`src/rtl/tweet_ram_sched.sv`:
```
// rtl/tweet_ram_sched.sv - scheduler and sole owner of the 256x16 tweetboard character RAM
module tweet_ram_sched #(
    parameter int          ADDR_W  = 8,
    parameter int          MAX_LEN = 160,
    parameter logic [7:0]  BKSP    = 8'h08
) (
    input  logic              sysclk,
    input  logic              reset,
    input  logic              clr_req,
    output logic              clr_busy,
    input  logic              wr_req,
    input  logic [7:0]        wr_data,
    output logic              wr_ack,
    output logic              wr_drop,
    input  logic              rd_req,
    input  logic              rd_rewind,
    output logic              rd_valid,
    output logic              rd_done,
    output logic [7:0]        rd_data,
    output logic [ADDR_W-1:0] len,
    output logic              full,
    output logic              ram_we,
    output logic [ADDR_W-1:0] ram_addr,
    output logic [15:0]       ram_wdata,
    input  logic [15:0]       ram_rdata
);

    typedef enum logic [2:0] {
        S_CLEAR,
        S_IDLE,
        S_WRITE,
        S_RD_ADDR,
        S_RD_WAIT
    } state_t;

    localparam logic [ADDR_W-1:0] MAX_L = ADDR_W'(MAX_LEN);
    localparam logic [ADDR_W-1:0] LAST  = '1;
    localparam logic [ADDR_W-1:0] ONE   = ADDR_W'(1);

    state_t            state_q,    state_d;
    logic [ADDR_W-1:0] addr_q,     addr_d;      // doubles as the clear sweep counter
    logic [15:0]       wdata_q,    wdata_d;
    logic [ADDR_W-1:0] len_q,      len_d;
    logic [ADDR_W-1:0] rd_ptr_q,   rd_ptr_d;
    logic [7:0]        rd_data_q,  rd_data_d;
    logic              wr_ack_q,   wr_ack_d;
    logic              wr_drop_q,  wr_drop_d;
    logic              rd_valid_q, rd_valid_d;
    logic              rd_done_q,  rd_done_d;
    logic              bksp_q,     bksp_d;
    logic              clr_pend_q, clr_pend_d;  // clear pulse that arrived while busy
    logic              rew_pend_q, rew_pend_d;  // rewind pulse that arrived mid-read

    logic              rew_now;
    logic [ADDR_W-1:0] ptr_eff;
    logic [ADDR_W-1:0] new_len;
    logic              in_read;
    logic              unused_rdata;

    assign unused_rdata = ^ram_rdata[14:8];

    // State register and all datapath flops
    always_ff @(posedge sysclk or negedge reset) begin
        if (!reset) begin
            state_q    <= S_CLEAR;
            addr_q     <= '0;
            wdata_q    <= '0;
            len_q      <= '0;
            rd_ptr_q   <= '0;
            rd_data_q  <= '0;
            wr_ack_q   <= 1'b0;
            wr_drop_q  <= 1'b0;
            rd_valid_q <= 1'b0;
            rd_done_q  <= 1'b0;
            bksp_q     <= 1'b0;
            clr_pend_q <= 1'b0;
            rew_pend_q <= 1'b0;
        end else begin
            state_q    <= state_d;
            addr_q     <= addr_d;
            wdata_q    <= wdata_d;
            len_q      <= len_d;
            rd_ptr_q   <= rd_ptr_d;
            rd_data_q  <= rd_data_d;
            wr_ack_q   <= wr_ack_d;
            wr_drop_q  <= wr_drop_d;
            rd_valid_q <= rd_valid_d;
            rd_done_q  <= rd_done_d;
            bksp_q     <= bksp_d;
            clr_pend_q <= clr_pend_d;
            rew_pend_q <= rew_pend_d;
        end
    end

    // Next-state, arbitration and RAM command generation
    always_comb begin
        state_d    = state_q;
        addr_d     = addr_q;
        wdata_d    = wdata_q;
        len_d      = len_q;
        rd_ptr_d   = rd_ptr_q;
        rd_data_d  = rd_data_q;
        wr_ack_d   = 1'b0;
        wr_drop_d  = 1'b0;
        rd_valid_d = 1'b0;
        rd_done_d  = 1'b0;
        bksp_d     = bksp_q;
        clr_pend_d = clr_pend_q | clr_req;
        rew_pend_d = rew_pend_q;
        new_len    = len_q;
        rew_now    = rew_pend_q | rd_rewind;
        ptr_eff    = rew_now ? '0 : rd_ptr_q;
        in_read    = (state_q == S_RD_ADDR) || (state_q == S_RD_WAIT);

        case (state_q)
            S_CLEAR: begin
                wdata_d = '0;
                if (addr_q == LAST) begin
                    state_d  = S_IDLE;
                    len_d    = '0;
                    rd_ptr_d = '0;
                end else begin
                    addr_d = addr_q + ONE;
                end
            end
            S_IDLE: begin
                if (clr_pend_q || clr_req) begin
                    state_d    = S_CLEAR;
                    addr_d     = '0;
                    wdata_d    = '0;
                    clr_pend_d = 1'b0;
                end else if (wr_req) begin
                    state_d  = S_WRITE;
                    wr_ack_d = 1'b1;
                    bksp_d   = (wr_data == BKSP);
                    if (wr_data == BKSP) begin
                        if (len_q != '0) begin
                            addr_d  = len_q - ONE;
                            wdata_d = '0;
                        end else begin
                            wr_drop_d = 1'b1;
                        end
                    end else begin
                        if (len_q < MAX_L) begin
                            addr_d  = len_q;
                            wdata_d = {1'b1, 7'b0, wr_data};
                        end else begin
                            wr_drop_d = 1'b1;
                        end
                    end
                end else if (rd_req && !rd_valid_q && !rd_done_q) begin
                    // the previous read's response is still visible while its
                    // requester is allowed to hold rd_req, so it is not re-taken
                    if (ptr_eff >= len_q) begin
                        rd_done_d = 1'b1;
                    end else begin
                        state_d = S_RD_ADDR;
                        addr_d  = ptr_eff;
                    end
                end
            end
            S_WRITE: begin
                state_d = S_IDLE;
                if (!wr_drop_q) begin
                    new_len = bksp_q ? (len_q - ONE) : (len_q + ONE);
                    len_d   = new_len;
                    if (bksp_q && (rd_ptr_q > new_len)) begin
                        rd_ptr_d = new_len;
                    end
                end
            end
            S_RD_ADDR: begin
                state_d = S_RD_WAIT;
            end
            S_RD_WAIT: begin
                state_d = S_IDLE;
                if (ram_rdata[15]) begin
                    rd_valid_d = 1'b1;
                    rd_data_d  = ram_rdata[7:0];
                    rd_ptr_d   = rd_ptr_q + ONE;
                end else begin
                    rd_done_d = 1'b1;
                end
            end
            default: begin
                state_d = S_CLEAR;
                addr_d  = '0;
                wdata_d = '0;
            end
        endcase

        // rewind wins over any pointer update; mid-read it waits for completion
        if (!in_read || (state_q == S_RD_WAIT)) begin
            if (rew_now) begin
                rd_ptr_d   = '0;
                rew_pend_d = 1'b0;
            end
        end else begin
            rew_pend_d = rew_now;
        end
    end

    assign clr_busy  = (state_q == S_CLEAR);
    assign ram_we    = (state_q == S_CLEAR) || ((state_q == S_WRITE) && !wr_drop_q);
    assign ram_addr  = addr_q;
    assign ram_wdata = wdata_q;
    assign wr_ack    = wr_ack_q;
    assign wr_drop   = wr_drop_q;
    assign rd_valid  = rd_valid_q;
    assign rd_done   = rd_done_q;
    assign rd_data   = rd_data_q;
    assign len       = len_q;
    assign full      = (len_q == MAX_L);

endmodule

```
`config.mk`:
```
export PLATFORM = sky130hd
export DESIGN_NAME = tweet_ram_sched
export DESIGN_NICKNAME = d
export VERILOG_FILES = /design/src/rtl/tweet_ram_sched.sv
export SDC_FILE = /design/constraint.sdc
export NUM_CORES = 1
export LEC_CHECK = 0
export CAP_MARGIN = 20
export CORE_ASPECT_RATIO = 0.7
export CORE_MARGIN = 5
export CORE_UTILIZATION = 40
export CTS_CLUSTER_SIZE = 14
export DETAILED_ROUTE_END_ITERATION = 8
export PLACE_DENSITY = 0.65
export SYNTH_ARGS = -nofsm -noshare
export SYNTH_HDL_FRONTEND = slang
export SYNTH_SLANG_ARGS = --single-unit
export TNS_END_PERCENT = 5
```
`constraint.sdc`:
```
create_clock -name sysclk -period 3.1 [get_ports sysclk]
set_input_delay 0.93 -clock sysclk [delete_from_list [all_inputs] [get_ports sysclk]]
set_output_delay 0.93 -clock sysclk [all_outputs]
set_load 0.02 [all_outputs]
```
-- Word-level counts from Yosys, hierarchy flattened
Index checks and enable logic that the tools add are counted.
- flip-flop bits (word level): 58
- latch bits: 0
- RAM bits: 0
- memory bits (read-only): 0
- bits of input ports: 30
- output and inout bits: 47
- logic and storage cells: 119
- memories: 0
- add/sub/neg operators: 4
- multiply operators: 0
- div/mod/pow operators: 0
- magnitude comparators: 3
- equality and inequality tests: 18
- shift operators: 0
- muxes and demuxes: 54
- bitwise gates (word level): 4
- reduce and logical (&&, ||, !) cells: 23
- operator list (cell ; number):
    8-bit two-way mux ; 18
    16-bit two-way mux ; 5
    8-bit one-hot mux with 3 select lines ; 2
    16-bit one-hot mux with 2 select lines ; 1
    8-bit by 1-bit adder with 8-bit output, second input constant ; 3
    1-bit two-way mux ; 20
    8-bit equality test, second input constant ; 2
    4-bit inequality test, second input constant ; 4
    8-bit one-hot mux with 2 select lines ; 1
    3-bit two-way mux ; 5
    3-bit one-hot mux with 4 select lines ; 1
    5-bit inequality test, second input constant ; 2
    3-bit AND reduction ; 3
    8-bit by 4-bit equality test with 1-bit output, second input constant ; 1
    8-bit greater-or-equal comparator ; 1
    8-bit > comparator ; 1
    8-bit less-than comparator, second input constant ; 1
    8-bit nonzero test ; 1
    8-bit by 1-bit subtractor with 8-bit output, second input constant ; 1
    3-bit by 2-bit equality test with 1-bit output, second input constant ; 2
    2-bit inequality test, second input constant ; 3
    6-bit AND reduction ; 1
    1-bit logical AND ; 4
    1-bit logical NOT ; 4
    14 further kinds ; 19

-- Depth between registers and ports, before layout
- word-level depth: 9
- depth in mapped cells: 13
- depth with buffers taken out: 13

-- Worst setup path after synthesis
No wires, ideal clock.
- kind: input to register
- start point: input rd_rewind
- end point: register addr_q[2] (netlist: ram_addr[2])
- arrival time: 3075 ps
- required time: 3023 ps
- setup slack: -51 ps
- stages on the path: 10
- path buffers: 1
- cells stage by stage: nor2_1 > clkbuf_1 > and2_1 > ha_1 > a211oi_1 > o21ai_1 > a211oi_2 > a21oi_4 > or4_4 > o21ai_1
- longest elaborated chain between the ends: 7
- elaborated cells on any way between the ends: 10
- those cells by class: order compare: 1; eq/ne: 1; mux: 6; bitwise: 1; reduce/logical: 1
- RTL lines (what ; RTL line ; RTL):
    start: declaration ; 16 ; input logic rd_rewind,
    1-bit OR (*) ; 111 ; rew_now = rew_pend_q | rd_rewind;
    8-bit two-way mux (*) ; 112 ; ptr_eff = rew_now ? '0 : rd_ptr_q;
    parallel branches: the longest is 5 deep, another holds 8-bit greater-or-equal comparator ; - ;
    end signal: assignment ; 80 ; addr_q <= addr_d;
    end: declaration ; 41 ; logic [ADDR_W-1:0] addr_q, addr_d;
Mark *: on every way between the ends. The select of a mux whose other input is x is not followed.
A chain may end at the register's enable or synchronous reset.

-- Worst setup path after layout
- start point: register state_q[1]
- end point: output clr_busy
- longest elaborated chain between the ends: 1
- RTL lines (what ; RTL line ; RTL):
    start: declaration ; 40 ; state_t state_q, state_d;
    start signal: assignment ; 79 ; state_q <= state_d;
    3-bit logical NOT ; 203 ; assign clr_busy = (state_q == S_CLEAR);
    end: declaration ; 10 ; output logic clr_busy,
No other way between the ends.

==> reports/results.ini <==
[global_routing]
grt_max_degree = 20
grt_pass1_vias = 3205
track_usage = 0.202
antenna_found_initial = 0
overflow = 0
grt_first_pass_wirelength_mm = 16.9

[power_and_ir_drop]
leakage_nw = 2.03
power.density_nw_per_um2 = 278
ir_drop_uv = 188

[finish]
layout-drive-gt1-share = 0.197
area_growth_pct = 32.2
nets = 518
antenna_cells = 0
n_fill_cell = 801
design_area_um2 = 4670

[placed_design]
dpl_worst_slack_ns = -0.590
port-buffer-count = 62
place_area_um2 = 4460
gp_congestion = 0.877
post-dp-hpwl_mm = 8.09

[clocking]
cts_tree = done
clock_latency_ns = 0.30
cts-root-buf = clkbuf_16
htreeDepth = 2
numClockSinks = 51
holdBufCountCts = 0
clockBufferDepth = 2
cts_inserted_buffers = 5
clkSlewWorstSetupHoldPaths_ns = 0.07

[drt]
drt_iter0_drc = 235
drc = 0
vias_per_cell = 5.40
vias = 3175
first_pass_iters = 4
wl_per_cell_um = 17.8
wl_mm = 10.4
ant_nets = 0

[yosys]
ys_seq_area_frac = 0.361
yosysTopAreaCell = dfrtp_1
ys_warn_count = 0
syn-cell-area_um2 = 3530
ys_types = 66
synth_edf_count = 0
synth_top_area_share = 0.361
synth_area_leaders = dfrtp_1 36%, ha_1 7.4%, nand2_1 3.5%
syn_area_per_cell_um2 = 9.50
ys_ff_latch = 51
synth-async-reset-ratio = 1.00
syn_inst = 372
ys.flop_type = dfrtp_1

[timing]
whs_ns = 0.499
slew-limit-headroom = 0.419
worstMarginPinSlew_ns = 0.865
setup_viol = 0
layout_min_cycle_time_ns = 3.02
slew_violations = 0
setup_ws_ns = 0.0839
fin_crit_sh = 0.973
fmax_mhz = 332
hold_viol_final = 0
skew_ns = 0.00770
rsz0062_at_grt = false

[critical_path]
crit_required_ns = 2.17
critPathArrivalTime_ns = 2.09
path_max_fanout = 9
path_class = flop to primary output
start_kind = flop
crit_path_end_kind = primary output

[floorplanning]
fp-row-count = 28
die-height_um = 88.7
die_area_um2 = 10800
ios = 77
die_x_um = 122
start_util = 0.413
core-area_um2 = 8550

[min_path]
hp-class = flop to flop

[run_status]
status = complete, no violations

[flow_run]
cap_violations = 0

-- cell usage in the layout (no fill, tap or decap), types with 5 or more instances in the layout --
cell / n
nor2_1: 26
clkdlybuf4s50_1: 59
mux2_2: 9
and2_1: 9
nand2_1: 33
o41ai_1: 6
nand3_1: 9
a21oi_1: 18
a22o_1: 14
conb_1: 7
dfrtp_1: 51
ha_1: 20
mux2i_1: 9
o21ai_0: 10
clkbuf_16: 5
o22ai_1: 7
nand4_1: 6
inv_1: 18
buf_4: 42
and3_1: 6
nor3_1: 8
xnor2_1: 13
-- critical path, cell delays in order (launching register included) --
cell,delay [ns]
dfrtp_1,0.47
or3_1,0.54
inv_4,0.16
clkdlybuf4s50_1,0.62
-- registers in the layout (all words and copies together) (netlist names) --
name        count
rd_ptr_q        8
ram_addr        8
wr_drop         1
state_q         3
rd_data         8
ram_wdata       9
len             8
clr_pend_q      1
wr_ack          1
rd_valid        1
rew_pend_q      1
bksp_q          1
rd_done         1
-- power breakdown --
part,switching [mW],total [mW],internal (mW)
Sequential,0.00000000000000000607,0.665,0.665
Combinational,0.0412,0.0749,0.0338
Clock,0.259,0.561,0.302
-- what timing repair did --
| action | CTS | global route |
|---|---|---|
| gates resized for setup | 7 | 6 |
| buffers inserted | 1 | 2 |
| cloned | 0 | 0 |
| pin swaps | 2 | 6 |
| endpoints found under the setup margin | 11 | 16 |
-- cells in the mapped netlist, types with 2 or more instances --
cell and instances:
o21ai_0 10, nor2_1 26, clkbuf_1 5, a211oi_1 5, a21oi_1 18, nor3b_1 4
nor4_4 2, nor3_1 8, nand2_2 2, or3_1 2, inv_1 18, or2_2 2
nand3_1 9, o41ai_1 6, o31ai_1 3, nand4_1 6, nand2_1 33, a22o_1 14
mux2_1 2, ha_1 21, nor4_1 3, mux2i_1 9, nor2b_1 4, buf_2 3
buf_4 9, buf_6 5, mux2_2 9, o221ai_1 2, nor2_2 2, and3_1 6
dfrtp_1 51, o22ai_1 7, a221oi_1 4, nor3b_2 2, o21ai_1 5, xnor2_1 13
o211ai_1 3, a31oi_1 2, and2_1 10
-- kinds of logic after synthesis --
logic type / Yosys count / synth area share
buffers and inverters: 41 / 0.0655
other: 1 / 0.00106
muxes: 20 / 0.0605
adders and majority gates: 21 / 0.0743
and+or+nand+nor: 132 / 0.216
DFF: 51 / 0.361
AOI/OAI and AO/OA: 93 / 0.189
xor gates and xnor gates: 13 / 0.0322
-- layout make-up --
class	count	area (um2)	area share
multi-input combinational	286	2100	0.449
sequential	51	1280	0.273
timing repair buffer	104	925	0.198
tap	120	150	0.0321
clock buffer	5	125	0.0268
inverter	19	73.8	0.0158
clock inverter	3	25.0	0.00535
-- stage by stage --
stage                     setup TNS (ns)  utilization  std cells  power (mW)
final                                  0        0.547        588        1.30
after global routing                   0        0.547        588        1.37
after CTS                              0        0.543        586        1.32
after detailed placement           -4.55        0.522        577       0.752
after global placement             -4.18        0.522        577       0.752
after floorplan                        0            -        378       0.703
-- final timing paths --
path                                     startpoint                  endpoint  slack [ns]  cells after the start
hold / removal             ram_wdata[3]$_DFFE_PN0P_  ram_wdata[3]$_DFFE_PN0P_        0.50                      1
setup / recovery             state_q[1]$_DFFE_PN0P_                  clr_busy        0.08                      3
max in group asynchronous                     reset        len[7]$_DFFE_PN0P_        1.94                      2
setup reg to reg                 len[0]$_DFFE_PN0P_     rd_ptr_q[5]$_DFF_PN0_        0.19                     12
hold reg to reg            ram_wdata[3]$_DFFE_PN0P_  ram_wdata[3]$_DFFE_PN0P_        0.50                      1
min in group asynchronous                     reset   ram_addr[6]$_DFFE_PN0P_        0.54                      1
-- routing by layer --
layer | up-vias | wire, um | track usage
met5 | - | 0 | 0
met3 | 11 | 841 | 0.0396
met1 | 1518 | 4930 | 0.290
met4 | 0 | 108 | 0.0518
li1 | 1545 | - | -
met2 | 101 | 4560 | 0.313
Power figures use the tool's default switching activity.
